$ cat src/rtl/write_back_if.sv
// Stage-input, UART-receive and commit-output bundle of the write-back stage.
// master drives the instruction fields and UART bytes; slave is the stage itself.
interface write_back_if #(
    parameter int unsigned InstMemWidth = 14
);
    logic                    in_valid;
    logic                    reg_write;
    logic [1:0]              mem_to_reg;
    logic [1:0]              branch;
    logic                    uart_to_reg;
    logic [31:0]             read_data;
    logic [31:0]             register_data;
    logic [31:0]             alu_result;
    logic [4:0]              rdist;
    logic [25:0]             inst_index;
    logic [InstMemWidth-1:0] pc;
    logic [InstMemWidth-1:0] pc1;
    logic [InstMemWidth-1:0] pc2;
    logic [7:0]              uart_rx_data;
    logic                    uart_rx_valid;
    logic                    uart_rx_ready;
    logic                    stall;
    logic                    reg_we;
    logic [4:0]              reg_waddr;
    logic [31:0]             reg_wdata;
    logic                    pc_we;
    logic [InstMemWidth-1:0] pc_target;
    logic                    retired;

    modport master (
        output in_valid, reg_write, mem_to_reg, branch, uart_to_reg, read_data,
               register_data, alu_result, rdist, inst_index, pc, pc1, pc2,
               uart_rx_data, uart_rx_valid,
        input  uart_rx_ready, stall, reg_we, reg_waddr, reg_wdata, pc_we, pc_target,
               retired
    );

    modport slave (
        input  in_valid, reg_write, mem_to_reg, branch, uart_to_reg, read_data,
               register_data, alu_result, rdist, inst_index, pc, pc1, pc2,
               uart_rx_data, uart_rx_valid,
        output uart_rx_ready, stall, reg_we, reg_waddr, reg_wdata, pc_we, pc_target,
               retired
    );
endinterface

$ cat src/rtl/write_back.sv
// Final pipeline stage: commits the register write and next PC, optionally gathering
// 1 or 4 little-endian bytes from the UART receiver while stalling upstream.
module write_back #(
    parameter int unsigned InstMemWidth = 14
) (
    input  logic          clk_i,
    input  logic          rst_ni,
    write_back_if.slave   wb_io
);
    typedef enum logic [0:0] {StIdle, StUartWait} state_e;

    state_e                  state_q, state_d;
    logic [1:0]              cnt_q, cnt_d;
    logic                    word_q, word_d;
    logic [31:0]             acc_q, acc_d;
    logic                    lat_we_q, lat_we_d;
    logic [4:0]              lat_waddr_q, lat_waddr_d;
    logic [InstMemWidth-1:0] lat_tgt_q, lat_tgt_d;
    logic                    reg_we_q, reg_we_d;
    logic [4:0]              reg_waddr_q, reg_waddr_d;
    logic [31:0]             reg_wdata_q, reg_wdata_d;
    logic                    pc_we_q, pc_we_d;
    logic [InstMemWidth-1:0] pc_target_q, pc_target_d;
    logic                    retired_q, retired_d;
    logic                    stall_q, stall_d;
    logic                    ready_q, ready_d;

    logic                    accept, wr_en, last_byte;
    logic [31:0]             sel_wdata, acc_ins;
    logic [InstMemWidth-1:0] next_pc;

    always_comb begin
        accept = wb_io.in_valid && !stall_q && (state_q == StIdle);
        wr_en  = wb_io.reg_write && (wb_io.rdist != 5'd0);

        unique case (wb_io.mem_to_reg)
            2'b00:   sel_wdata = wb_io.alu_result;
            2'b01:   sel_wdata = wb_io.read_data;
            2'b10:   sel_wdata = {{(32 - InstMemWidth){1'b0}}, wb_io.pc1};
            default: sel_wdata = wb_io.register_data;
        endcase

        unique case (wb_io.branch)
            2'b00:   next_pc = wb_io.pc1;
            2'b01:   next_pc = (wb_io.alu_result == 32'd0) ? wb_io.pc2 : wb_io.pc1;
            2'b10:   next_pc = wb_io.inst_index[InstMemWidth-1:0];
            default: next_pc = wb_io.register_data[InstMemWidth-1:0];
        endcase

        acc_ins = acc_q;
        acc_ins[{cnt_q, 3'b000} +: 8] = wb_io.uart_rx_data;
        last_byte = word_q ? (cnt_q == 2'd3) : 1'b1;
    end

    always_comb begin
        state_d     = state_q;
        cnt_d       = cnt_q;
        word_d      = word_q;
        acc_d       = acc_q;
        lat_we_d    = lat_we_q;
        lat_waddr_d = lat_waddr_q;
        lat_tgt_d   = lat_tgt_q;
        reg_we_d    = 1'b0;
        reg_waddr_d = reg_waddr_q;
        reg_wdata_d = reg_wdata_q;
        pc_we_d     = 1'b0;
        pc_target_d = pc_target_q;
        retired_d   = 1'b0;
        stall_d     = stall_q;
        ready_d     = ready_q;

        unique case (state_q)
            StIdle: begin
                if (accept && wb_io.uart_to_reg) begin
                    lat_we_d    = wr_en;
                    lat_waddr_d = wb_io.rdist;
                    lat_tgt_d   = next_pc;
                    acc_d       = 32'd0;
                    cnt_d       = 2'd0;
                    word_d      = wb_io.mem_to_reg[0];
                    stall_d     = 1'b1;
                    ready_d     = 1'b1;
                    state_d     = StUartWait;
                end else if (accept) begin
                    reg_we_d    = wr_en;
                    reg_waddr_d = wb_io.rdist;
                    reg_wdata_d = sel_wdata;
                    pc_we_d     = 1'b1;
                    pc_target_d = next_pc;
                    retired_d   = 1'b1;
                end
            end
            StUartWait: begin
                // ready is high throughout this state, so valid alone means a byte is taken
                if (wb_io.uart_rx_valid) begin
                    acc_d = acc_ins;
                    if (last_byte) begin
                        reg_we_d    = lat_we_q;
                        reg_waddr_d = lat_waddr_q;
                        reg_wdata_d = acc_ins;
                        pc_we_d     = 1'b1;
                        pc_target_d = lat_tgt_q;
                        retired_d   = 1'b1;
                        cnt_d       = 2'd0;
                        stall_d     = 1'b0;
                        ready_d     = 1'b0;
                        state_d     = StIdle;
                    end else begin
                        cnt_d = cnt_q + 2'd1;
                    end
                end
            end
        endcase
    end

    always_ff @(posedge clk_i or negedge rst_ni) begin
        if (!rst_ni) begin
            state_q     <= StIdle;
            cnt_q       <= 2'd0;
            word_q      <= 1'b0;
            acc_q       <= 32'd0;
            lat_we_q    <= 1'b0;
            lat_waddr_q <= 5'd0;
            lat_tgt_q   <= '0;
            reg_we_q    <= 1'b0;
            reg_waddr_q <= 5'd0;
            reg_wdata_q <= 32'd0;
            pc_we_q     <= 1'b0;
            pc_target_q <= '0;
            retired_q   <= 1'b0;
            stall_q     <= 1'b0;
            ready_q     <= 1'b0;
        end else begin
            state_q     <= state_d;
            cnt_q       <= cnt_d;
            word_q      <= word_d;
            acc_q       <= acc_d;
            lat_we_q    <= lat_we_d;
            lat_waddr_q <= lat_waddr_d;
            lat_tgt_q   <= lat_tgt_d;
            reg_we_q    <= reg_we_d;
            reg_waddr_q <= reg_waddr_d;
            reg_wdata_q <= reg_wdata_d;
            pc_we_q     <= pc_we_d;
            pc_target_q <= pc_target_d;
            retired_q   <= retired_d;
            stall_q     <= stall_d;
            ready_q     <= ready_d;
        end
    end

    assign wb_io.reg_we        = reg_we_q;
    assign wb_io.reg_waddr     = reg_waddr_q;
    assign wb_io.reg_wdata     = reg_wdata_q;
    assign wb_io.pc_we         = pc_we_q;
    assign wb_io.pc_target     = pc_target_q;
    assign wb_io.retired       = retired_q;
    assign wb_io.stall         = stall_q;
    assign wb_io.uart_rx_ready = ready_q;

    // The current PC and the high jump-field bits play no part in commit.
    logic unused_inputs;
    assign unused_inputs = ^{wb_io.pc, wb_io.inst_index[25:InstMemWidth]};
endmodule

$ cat src/flat_wrapper.sv
// flat-port wrapper written by rule: the top's interface ports become plain ports
module write_back_flat 
#(
    parameter int unsigned InstMemWidth = 14
)
  (clk_i, rst_ni, wb_io_in_valid, wb_io_reg_write, wb_io_mem_to_reg, wb_io_branch, wb_io_uart_to_reg, wb_io_read_data, wb_io_register_data, wb_io_alu_result, wb_io_rdist, wb_io_inst_index, wb_io_pc, wb_io_pc1, wb_io_pc2, wb_io_uart_rx_data, wb_io_uart_rx_valid, wb_io_uart_rx_ready, wb_io_stall, wb_io_reg_we, wb_io_reg_waddr, wb_io_reg_wdata, wb_io_pc_we, wb_io_pc_target, wb_io_retired);
  write_back_if #(.InstMemWidth(InstMemWidth)) wb_io_i ();
  input  logic clk_i;
  input  logic rst_ni;
  input wire logic [$bits(wb_io_i.in_valid)-1:0] wb_io_in_valid;
  input wire logic [$bits(wb_io_i.reg_write)-1:0] wb_io_reg_write;
  input wire logic [$bits(wb_io_i.mem_to_reg)-1:0] wb_io_mem_to_reg;
  input wire logic [$bits(wb_io_i.branch)-1:0] wb_io_branch;
  input wire logic [$bits(wb_io_i.uart_to_reg)-1:0] wb_io_uart_to_reg;
  input wire logic [$bits(wb_io_i.read_data)-1:0] wb_io_read_data;
  input wire logic [$bits(wb_io_i.register_data)-1:0] wb_io_register_data;
  input wire logic [$bits(wb_io_i.alu_result)-1:0] wb_io_alu_result;
  input wire logic [$bits(wb_io_i.rdist)-1:0] wb_io_rdist;
  input wire logic [$bits(wb_io_i.inst_index)-1:0] wb_io_inst_index;
  input wire logic [$bits(wb_io_i.pc)-1:0] wb_io_pc;
  input wire logic [$bits(wb_io_i.pc1)-1:0] wb_io_pc1;
  input wire logic [$bits(wb_io_i.pc2)-1:0] wb_io_pc2;
  input wire logic [$bits(wb_io_i.uart_rx_data)-1:0] wb_io_uart_rx_data;
  input wire logic [$bits(wb_io_i.uart_rx_valid)-1:0] wb_io_uart_rx_valid;
  output wire logic [$bits(wb_io_i.uart_rx_ready)-1:0] wb_io_uart_rx_ready;
  output wire logic [$bits(wb_io_i.stall)-1:0] wb_io_stall;
  output wire logic [$bits(wb_io_i.reg_we)-1:0] wb_io_reg_we;
  output wire logic [$bits(wb_io_i.reg_waddr)-1:0] wb_io_reg_waddr;
  output wire logic [$bits(wb_io_i.reg_wdata)-1:0] wb_io_reg_wdata;
  output wire logic [$bits(wb_io_i.pc_we)-1:0] wb_io_pc_we;
  output wire logic [$bits(wb_io_i.pc_target)-1:0] wb_io_pc_target;
  output wire logic [$bits(wb_io_i.retired)-1:0] wb_io_retired;
  assign wb_io_i.in_valid = wb_io_in_valid;
  assign wb_io_i.reg_write = wb_io_reg_write;
  assign wb_io_i.mem_to_reg = wb_io_mem_to_reg;
  assign wb_io_i.branch = wb_io_branch;
  assign wb_io_i.uart_to_reg = wb_io_uart_to_reg;
  assign wb_io_i.read_data = wb_io_read_data;
  assign wb_io_i.register_data = wb_io_register_data;
  assign wb_io_i.alu_result = wb_io_alu_result;
  assign wb_io_i.rdist = wb_io_rdist;
  assign wb_io_i.inst_index = wb_io_inst_index;
  assign wb_io_i.pc = wb_io_pc;
  assign wb_io_i.pc1 = wb_io_pc1;
  assign wb_io_i.pc2 = wb_io_pc2;
  assign wb_io_i.uart_rx_data = wb_io_uart_rx_data;
  assign wb_io_i.uart_rx_valid = wb_io_uart_rx_valid;
  assign wb_io_uart_rx_ready = wb_io_i.uart_rx_ready;
  assign wb_io_stall = wb_io_i.stall;
  assign wb_io_reg_we = wb_io_i.reg_we;
  assign wb_io_reg_waddr = wb_io_i.reg_waddr;
  assign wb_io_reg_wdata = wb_io_i.reg_wdata;
  assign wb_io_pc_we = wb_io_i.pc_we;
  assign wb_io_pc_target = wb_io_i.pc_target;
  assign wb_io_retired = wb_io_i.retired;
  write_back #(.InstMemWidth(InstMemWidth)) u_core (.clk_i(clk_i), .rst_ni(rst_ni), .wb_io(wb_io_i));
endmodule
$ cat config.mk
export PLATFORM = sky130hd
export DESIGN_NAME = write_back_flat
export DESIGN_NICKNAME = d
export VERILOG_FILES = /design/src/rtl/write_back_if.sv /design/src/rtl/write_back.sv /design/src/flat_wrapper.sv
export SDC_FILE = /design/constraint.sdc
export NUM_CORES = 1
export LEC_CHECK = 0
export CAP_MARGIN = 20
export CORE_UTILIZATION = 46
export CTS_CLUSTER_DIAMETER = 200
export DETAILED_ROUTE_END_ITERATION = 12
export HOLD_SLACK_MARGIN = 0.1
export PLACE_DENSITY = 0.82
export SETUP_SLACK_MARGIN = 0.4
export SYNTH_ARGS = -nofsm -noshare
export SYNTH_HDL_FRONTEND = slang
export SYNTH_SLANG_ARGS = --single-unit
$ cat constraint.sdc
create_clock -name clk_i -period 6.2 [get_ports clk_i]
set_clock_uncertainty 0.1 [all_clocks]
set_input_delay 0.62 -clock clk_i [delete_from_list [all_inputs] [get_ports clk_i]]
set_output_delay 0.62 -clock clk_i [all_outputs]
set_load 0.01 [all_outputs]
# After elaboration in Yosys (flattened, before gate mapping)
# Index checks and enable logic that the tools add are counted.
# totals
mem_bits_rw,0
latchBits,0
output_inout_bits,56
in_bits,187
mem_bits_ro,0
regBits,110
word_cells,86
mem_count,0
# classes
order_cmp,0
eq_ne,10
shifts,2
muxes,45
n_bitwise,1
div_mod_pow,0
n_addsub,2
n_mul,0
n_reduce_logical,13
# op_table
op,n
two-way mux 32 bit,6
case mux 32 bit (2 select lines),2
case mux 32 bit (3 select lines),1
two-way mux 14 bit,5
case mux 14 bit (3 select lines),1
bitwise mux 32 bit,1
logical NOT 32 bit,1
variable shift 8 x 7 -> 32 bit (first input constant),1
variable part select 8 x 7 -> 32 bit,1
case mux 14 bit (2 select lines),1
two-way mux 5 bit,4
two-way mux 1 bit,15
case mux 5 bit (2 select lines),1
!= test 2 bit (second input constant),4
case mux 1 bit (2 select lines),4
negator 5 -> 7 bit,1
equality test 2 bit (second input constant),3
two-way mux 2 bit,3
nonzero test 5 bit,1
equality test 2 x 1 -> 1 bit (second input constant),2
logical AND 1 bit,4
logical NOT 2 bit,2
case mux 2 bit (2 select lines),1
AND reduction 2 bit,2
6 further kinds,6

# Depth between registers and ports, before layout
# depth
word_depth,6
ltp_mapped,7
mapped_depth_nobuf,6

# Worst setup path after synthesis
# OpenSTA, ideal clock, no wires.
# synth_timing
path_kind,input to register
startpoint,input port wb_io_mem_to_reg[1]
endpoint,register u_core.reg_wdata_q[21] (netlist: u_core.wb_io.reg_wdata[21])
setup_ps,118
path_buffers,2
path_slack_ps,4190
cell_stages,6
required_time_ps,5982
arrival_time_ps,1792
cell_sequence,buf_2 buf_2 mux2_1 a221oi_1 a211oi_1 a21o_1
# synth_between
elab_chain_cells,5
elab_cells_between_ends,7
cone_classes,eq/ne: 2; mux: 4; reduce/logical: 1
# synth_rtl
item,line_no,source
from (decl),flat_wrapper.sv:12,input wire logic [$bits(wb_io_i.mem_to_reg)-1:0] wb_io_mem_to_reg;
"equality test 2 bit, or another cell as far along",write_back.sv:36,unique case (wb_io.mem_to_reg)
case mux 32 bit (3 select lines) *,write_back.sv:36,
two-way mux 32 bit *,write_back.sv:84,end else if (accept) begin
two-way mux 32 bit *,write_back.sv:74,if (accept && wb_io.uart_to_reg) begin
case mux 32 bit (2 select lines) *,write_back.sv:72,unique case (state_q)
to (signal assigned),write_back.sv:143,reg_wdata_q <= reg_wdata_d;
to (decl),write_back.sv:21,"logic [31:0] reg_wdata_q, reg_wdata_d;"
# Mark *: on every way between the ends. The rest lies on a longest branch, timed or not. The select of a mux whose other input is x is not followed.
# A chain may end at the register's enable or synchronous reset.

# Worst setup path in the final report
# layout_timing
startpoint,input port wb_io_uart_rx_valid
endpoint,register u_core.reg_wdata_q[15] (netlist: u_core.wb_io.reg_wdata[15])
# layout_between
elab_chain_cells,2
# layout_rtl
item,line_no,source
from (decl),flat_wrapper.sv:24,input wire logic [$bits(wb_io_i.uart_rx_valid)-1:0] wb_io_uart_rx_valid;
!= test 2 bit (no source line),n/a,
AND reduction 4 bit (no source line),n/a,
# Every way passes these cells.

==> impl_metrics.py <==
metrics = {
    "logic_synthesis": {
        "syn_area_mm2": 0.00670,
        "netlist.area_leader.share_pct": 41.1,
        "netlist_instances": 692,
        "synth_compound_area_share_pct": 25.7,
        "synth-edff-count": 0,
        "synth_seq_cells": 110,
        "synthSimpleGateAreaFrac_pct": 16.6,
        "synth_fa_ha_area_share_pct": 1.12,
        "async_reset_ff_share_pct": 100,
        "ys.flop_type": "dfrtp_1",
        "synth_area_leaders": "dfrtp_1 (41%), a211oi_1 (5.2%), mux4_2 (4.7%), nand2_1 (4.3%), a221oi_1 (4.2%)",
        "yosys-top-cells-count": "dfrtp_1 (110), nand2_1 (77), a211oi_1 (46)",
        "synth_area_leader_cell": "dfrtp_1",
        "synth.yosys.warnings": 0,
        "yosysSeqAreaShare_pct": 41.1,
        "syn_avg_cell_area_um2": 9.69,
        "synthMuxAreaShare_pct": 10.6,
        "synth_top_family_by_area": "compound AO/OA/AOI/OAI gates",
        "synth_xor_area_share_pct": 0,
        "synthesis.nets": 885,
        "yosysUniqueCellTypes": 43,
        "yosysMostFrequentCell": "dfrtp_1",
    },
    "cts": {
        "cts_sinks": 110,
        "cts_tree": "built",
        "postCtsResizedCells": 0,
        "hold_buffers": 0,
        "clockBufferDepth": 2,
        "insertion_delay_ns": 0.35,
        "h-tree-depth": 3,
        "cts_setup_buffers": 0,
        "cts_buffers": 9,
        "clock-root-buffer": "clkbuf_16",
        "cts.clk_slew.worst_paths_ns": 0.07,
    },
    "placement": {
        "place_inst": 1027,
        "port_buffers": 216,
        "hpwlAfterDp_um": 16300,
        "gp_congestion": 0.886,
    },
    "global_routing": {
        "grt_start_max_net_pins": 94,
        "grt_pass1_vias": 6609,
        "grt.met2_usage_pct": 49.0,
        "top_usage_layer": "met2",
        "grt_pass1_wl_um": 34700,
        "grt.total_usage_pct": 30.3,
        "overflow": 0,
        "use_met1_pct": 39.4,
        "antenna_found_initial": 0,
        "grt_use_met3_pct": 7.30,
    },
    "setup_path": {
        "cp.arrival_ns": 3.20,
        "path_class": "input port to flop",
        "worstPathMaxFanout": 46,
        "worstSetupEndpointType": "flop",
        "crit_start": "wb_io_uart_rx_valid",
        "worstReg2RegStart": "u_core.cnt_q[0]",
        "reg2reg_slack_ns": 3.19,
        "start_kind": "input port",
        "required_ns": 6.34,
    },
    "cells_and_area": {
        "n_antenna_cell": 0,
        "fin_nets": 1053,
        "drive_above_1_share_pct": 6.13,
        "layoutNonFillerInstCount": 1044,
        "synthToLayoutAreaGrowth_pct": 37.6,
    },
    "die": {
        "dieArea_mm2": 0.0151,
        "core_area_mm2": 0.0140,
        "start_util_pct": 47.7,
        "die_y_um": 123,
        "boundaryPins": 243,
        "die_w_um": 123,
        "rows": 43,
    },
    "sta": {
        "maxSlewViolCount": 0,
        "worst_pin_slew_ns": 1.04,
        "tns_ns": 0,
        "fmax_mhz": 327,
        "rsz0062_at_grt": "no",
        "slew_headroom_pct": 31.0,
        "hold_viol_final": 0,
        "fin_crit_sh_pct": 49.3,
        "holdWs_ns": 0.266,
        "setup_viol": 0,
        "fin_crit_ns": 3.05,
    },
    "pwr": {
        "power.density_mw_per_mm2": 356,
        "ir_worst_vdd_mv": 0.328,
        "p_total_uw": 3280,
        "leakagePower_uw": 0.00367,
    },
    "min_path": {
        "hold_class": "input port to async pin",
    },
    "detailed_routing": {
        "drt_iter0_markers": 750,
        "wl_um": 23000,
        "ant_nets": 0,
        "via_per_inst": 6.52,
        "num_vias": 6802,
        "wl_per_cell_um": 22.0,
        "drc_errors": 0,
        "dr.pass1.iters": 5,
    },
    "run": {
        "drv_cap": 0,
    },
    "outcome": {
        "outcome": "finished, final reports clean",
    },
}
## state kept, by name, summed over array words and instances (netlist names)
signal,cells
u_core.wb_io.reg_we,1
u_core.word_q,1
u_core.wb_io.stall,1
u_core.acc_q,32
u_core.state_q,1
u_core.lat_we_q,1
u_core.lat_tgt_q,14
u_core.wb_io.pc_we,1
u_core.cnt_q,2
u_core.wb_io.pc_target,14
u_core.wb_io.reg_wdata,32
u_core.lat_waddr_q,5
u_core.wb_io.reg_waddr,5
## per-layer routing
layer / vias up / share of wire (%)
li1: 3008 / -
met1: 3313 / 40
met2: 414 / 49
met3: 67 / 8.4
met4: 0 / 3.2
met5: - / 0
## worst max-delay path, cell delays in order
cell and delay [ns]:
clkdlybuf4s50_1 0.91, a31oi_4 0.78, buf_4 0.52, a211oi_1 0.13, a21o_1 0.21
## logic make-up (layout without fill, tap and decap cells)
kind of cell | after synthesis | count (layout)
flops | 110 | 110
simple gates | 204 | 204
buf+inv | 78 | 250
mux | 51 | 51
compound gates | 243 | 243
fa+ha+maj | 6 | 6
## cell type report
type | instances | area, µm²
Clock buffer | 10 | 239
Tap cell | 180 | 225
Sequential cell | 110 | 2750
Inverter | 5 | 18.8
Fill cell | 1111 | 4820
Multi-Input combinational cell | 504 | 3650
Timing Repair Buffer | 230 | 2290
Clock inverter | 5 | 50.0
## power breakdown
group / total, µW / leakage, µW / switching (µW) / internal [µW]
sequential: 1150 / 0.00139 / 163 / 989
combinational: 1550 / 0.00213 / 791 / 756
clock: 580 / 0.000148 / 260 / 320
total: 3280 / 0.00367 / 1210 / 2060
## worst paths after layout
kind	endpoint	cells after the start
setup / recovery	u_core.wb_io.reg_wdata[15]	5
hold / removal	u_core.wb_io.reg_wdata[26]	1
setup reg to reg	u_core.wb_io.reg_wdata[15]	6
hold reg to reg	u_core.acc_q[17]	2
max in group asynchronous	u_core.wb_io.pc_target[12]	2
min in group clk_i	u_core.acc_q[17]	2
## cell usage in the layout (no fill, tap or decap), drive strengths merged, types with 5 or more instances in the layout
master         Yosys  layout
nor2              29      29
a22o              14      14
o21ai             42      42
mux2              18      18
o2bb2ai           14      14
a211oi            46      46
a21oi             31      31
ha                 6       6
buf               29      16
o211ai            15      15
mux2i             19      19
inv                5       5
nand4              5       5
a21o              18      18
clkdlybuf4s50      0     214
nor4               8       8
clkbuf            44      10
and4              14      14
nand2             77      77
o2111ai           14      14
mux4              14      14
a31oi             15      15
nand2b            15      15
nor2b             18      18
nor4b             15      15
dfrtp            110     110
a221oi            32      32
nand3             14      14
## through the flow
step	cell area (µm²)	setup WS (ns)	utilization [%]
global route	9220	3.04	65.7
finish	9220	3.15	65.7
CTS	9170	3.10	65.3
floorplan	6700	4.19	-
detailed placement	8880	2.76	63.2
global placement	8870	2.88	63.2
No activity file was read; power rests on OpenSTA's default activity.
==> RTL change (same flow settings) <==
`InstMemWidth` is set to 14 in 3 places; all go to 18.
--- a/src/rtl/write_back_if.sv
+++ b/src/rtl/write_back_if.sv
@@ -1,7 +1,7 @@
 // Stage-input, UART-receive and commit-output bundle of the write-back stage.
 // master drives the instruction fields and UART bytes; slave is the stage itself.
 interface write_back_if #(
-    parameter int unsigned InstMemWidth = 14
+    parameter int unsigned InstMemWidth = 18
 );
     logic                    in_valid;
     logic                    reg_write;
--- a/src/rtl/write_back.sv
+++ b/src/rtl/write_back.sv
@@ -1,7 +1,7 @@
 // Final pipeline stage: commits the register write and next PC, optionally gathering
 // 1 or 4 little-endian bytes from the UART receiver while stalling upstream.
 module write_back #(
-    parameter int unsigned InstMemWidth = 14
+    parameter int unsigned InstMemWidth = 18
 ) (
     input  logic          clk_i,
     input  logic          rst_ni,
--- a/src/flat_wrapper.sv
+++ b/src/flat_wrapper.sv
@@ -1,7 +1,7 @@
 // flat-port wrapper written by rule: the top's interface ports become plain ports
 module write_back_flat 
 #(
-    parameter int unsigned InstMemWidth = 14
+    parameter int unsigned InstMemWidth = 18
 )
   (clk_i, rst_ni, wb_io_in_valid, wb_io_reg_write, wb_io_mem_to_reg, wb_io_branch, wb_io_uart_to_reg, wb_io_read_data, wb_io_register_data, wb_io_alu_result, wb_io_rdist, wb_io_inst_index, wb_io_pc, wb_io_pc1, wb_io_pc2, wb_io_uart_rx_data, wb_io_uart_rx_valid, wb_io_uart_rx_ready, wb_io_stall, wb_io_reg_we, wb_io_reg_waddr, wb_io_reg_wdata, wb_io_pc_we, wb_io_pc_target, wb_io_retired);
   write_back_if #(.InstMemWidth(InstMemWidth)) wb_io_i ();
Ports: changed (resized wb_io_pc, wb_io_pc1, wb_io_pc2 and wb_io_pc_target); port bits go from 243 to 259. The function was not compared with the original's and may differ.
==> RTL change against the unedited design <==
  * Clock power up 81%
  * Wire length rose by 15%
  * Register-to-register slack hardly changed
  * Largest cell class unchanged
  * Critical path type unchanged
  * Fmax is 0.62% higher
  * Combinational power is 7% higher
  * Final area is 13% higher
  * Synthesized area up 9.0%
  * Power rose by 21%
  * Hold slack got worse by 0.19 ns
  * Worst setup slack better by 0.019 ns
  * Sequential cell count is 8 higher
==> RTL change: results (changes against the unedited design) <==
largest net degree at the start of global routing - 97 (+3.2%)
Synth Net Count - 961 (+8.6%)
I/O Buffers - 232 (+7.4%)
metal1 wirelength - 10800 um (+18%)
Place WS - 2.39 ns (-0.368 ns)
share of cells above drive strength 1 - 9.72% (+3.6 points)
Vias/cell - 6.42 (-1.5%)
compound-cell area share of the yosys netlist - 25.9% (+0.15 points)
fillcell total - 1182 (+6.4%)
PnR worst setup slack - 3.16 ns (+0.0189 ns)
clk_lat worst skew - 0.42 ns (+0.07 ns)
status - finished clean
Critical Path Start - wb_io_uart_to_reg
clock-pin slew on the worst setup and hold paths - 0.05 ns (-0.02 ns)
H-tree depth - 4 (+1)
multi-input logic area - 4020 um2 (+10%)
M3 GR Usage - 8.10% (+0.80 points)
M2 GR Usage - 50.0% (+0.99 points)
WL met3 - 2530 um (+31%)
initial antenna violation count - 2 (+2)
worst-margin pin slew - 1.01 ns (-0.0278 ns)
Critical Path AT - 3.24 ns (+0.04 ns)
register area share after synthesis - 40.4% (-0.66 points)
Reg2Reg Depth - 5 (-1)
Finished Layout Cells - 1171 (+12%)
CP Max Fanout - 56 (+22%)
Num CTS Buffers - 17 (+8)
placement-stage cell area - 9710 um2 (+9.4%)
Area contributors post-synth - dfrtp_1 40%, mux4_2 5.5%, a211oi_1 5.1%
Cell Count Post-Placement - 1133 (+10%)
RTL change: cell types whose count changed in the layout (fill, tap and decap cells not counted), moves of 14 or more:
cell	change
clkdlybuf4s50_1	+16
mux2_1	-18
o21ai_1	-21
o21ai_0	+19
mux2_2	+14
RTL change: power groups by stage:
stage / clock network (uW) / logic [uW] / registers, uW
finish: 1050 / 1660 / 1250
detailed placement: 0 / 1630 / 1250
floorplan: 0 / 828 / 1290
global placement: 0 / 1600 / 1240
global route: 1090 / 1800 / 1280
CTS: 1060 / 1640 / 1240
RTL change: layout make-up:
type,instances,area share (%)
Sequential cell,118,28.4
Multi-Input combinational cell,547,38.6
Tap cell,211,2.54
Antenna cell,3,0.0721
Clock inverter,10,1.44
Clock buffer,22,4.55
Inverter,8,0.288
Timing Repair Buffer,252,24.1
RTL change: critical path: cells and delay by family:
family	cells	cell delay [ns]
AOI/OAI and AO/OA	3	1.14
and+or+nand+nor	1	0.07
buffers and inverters	3	1.38
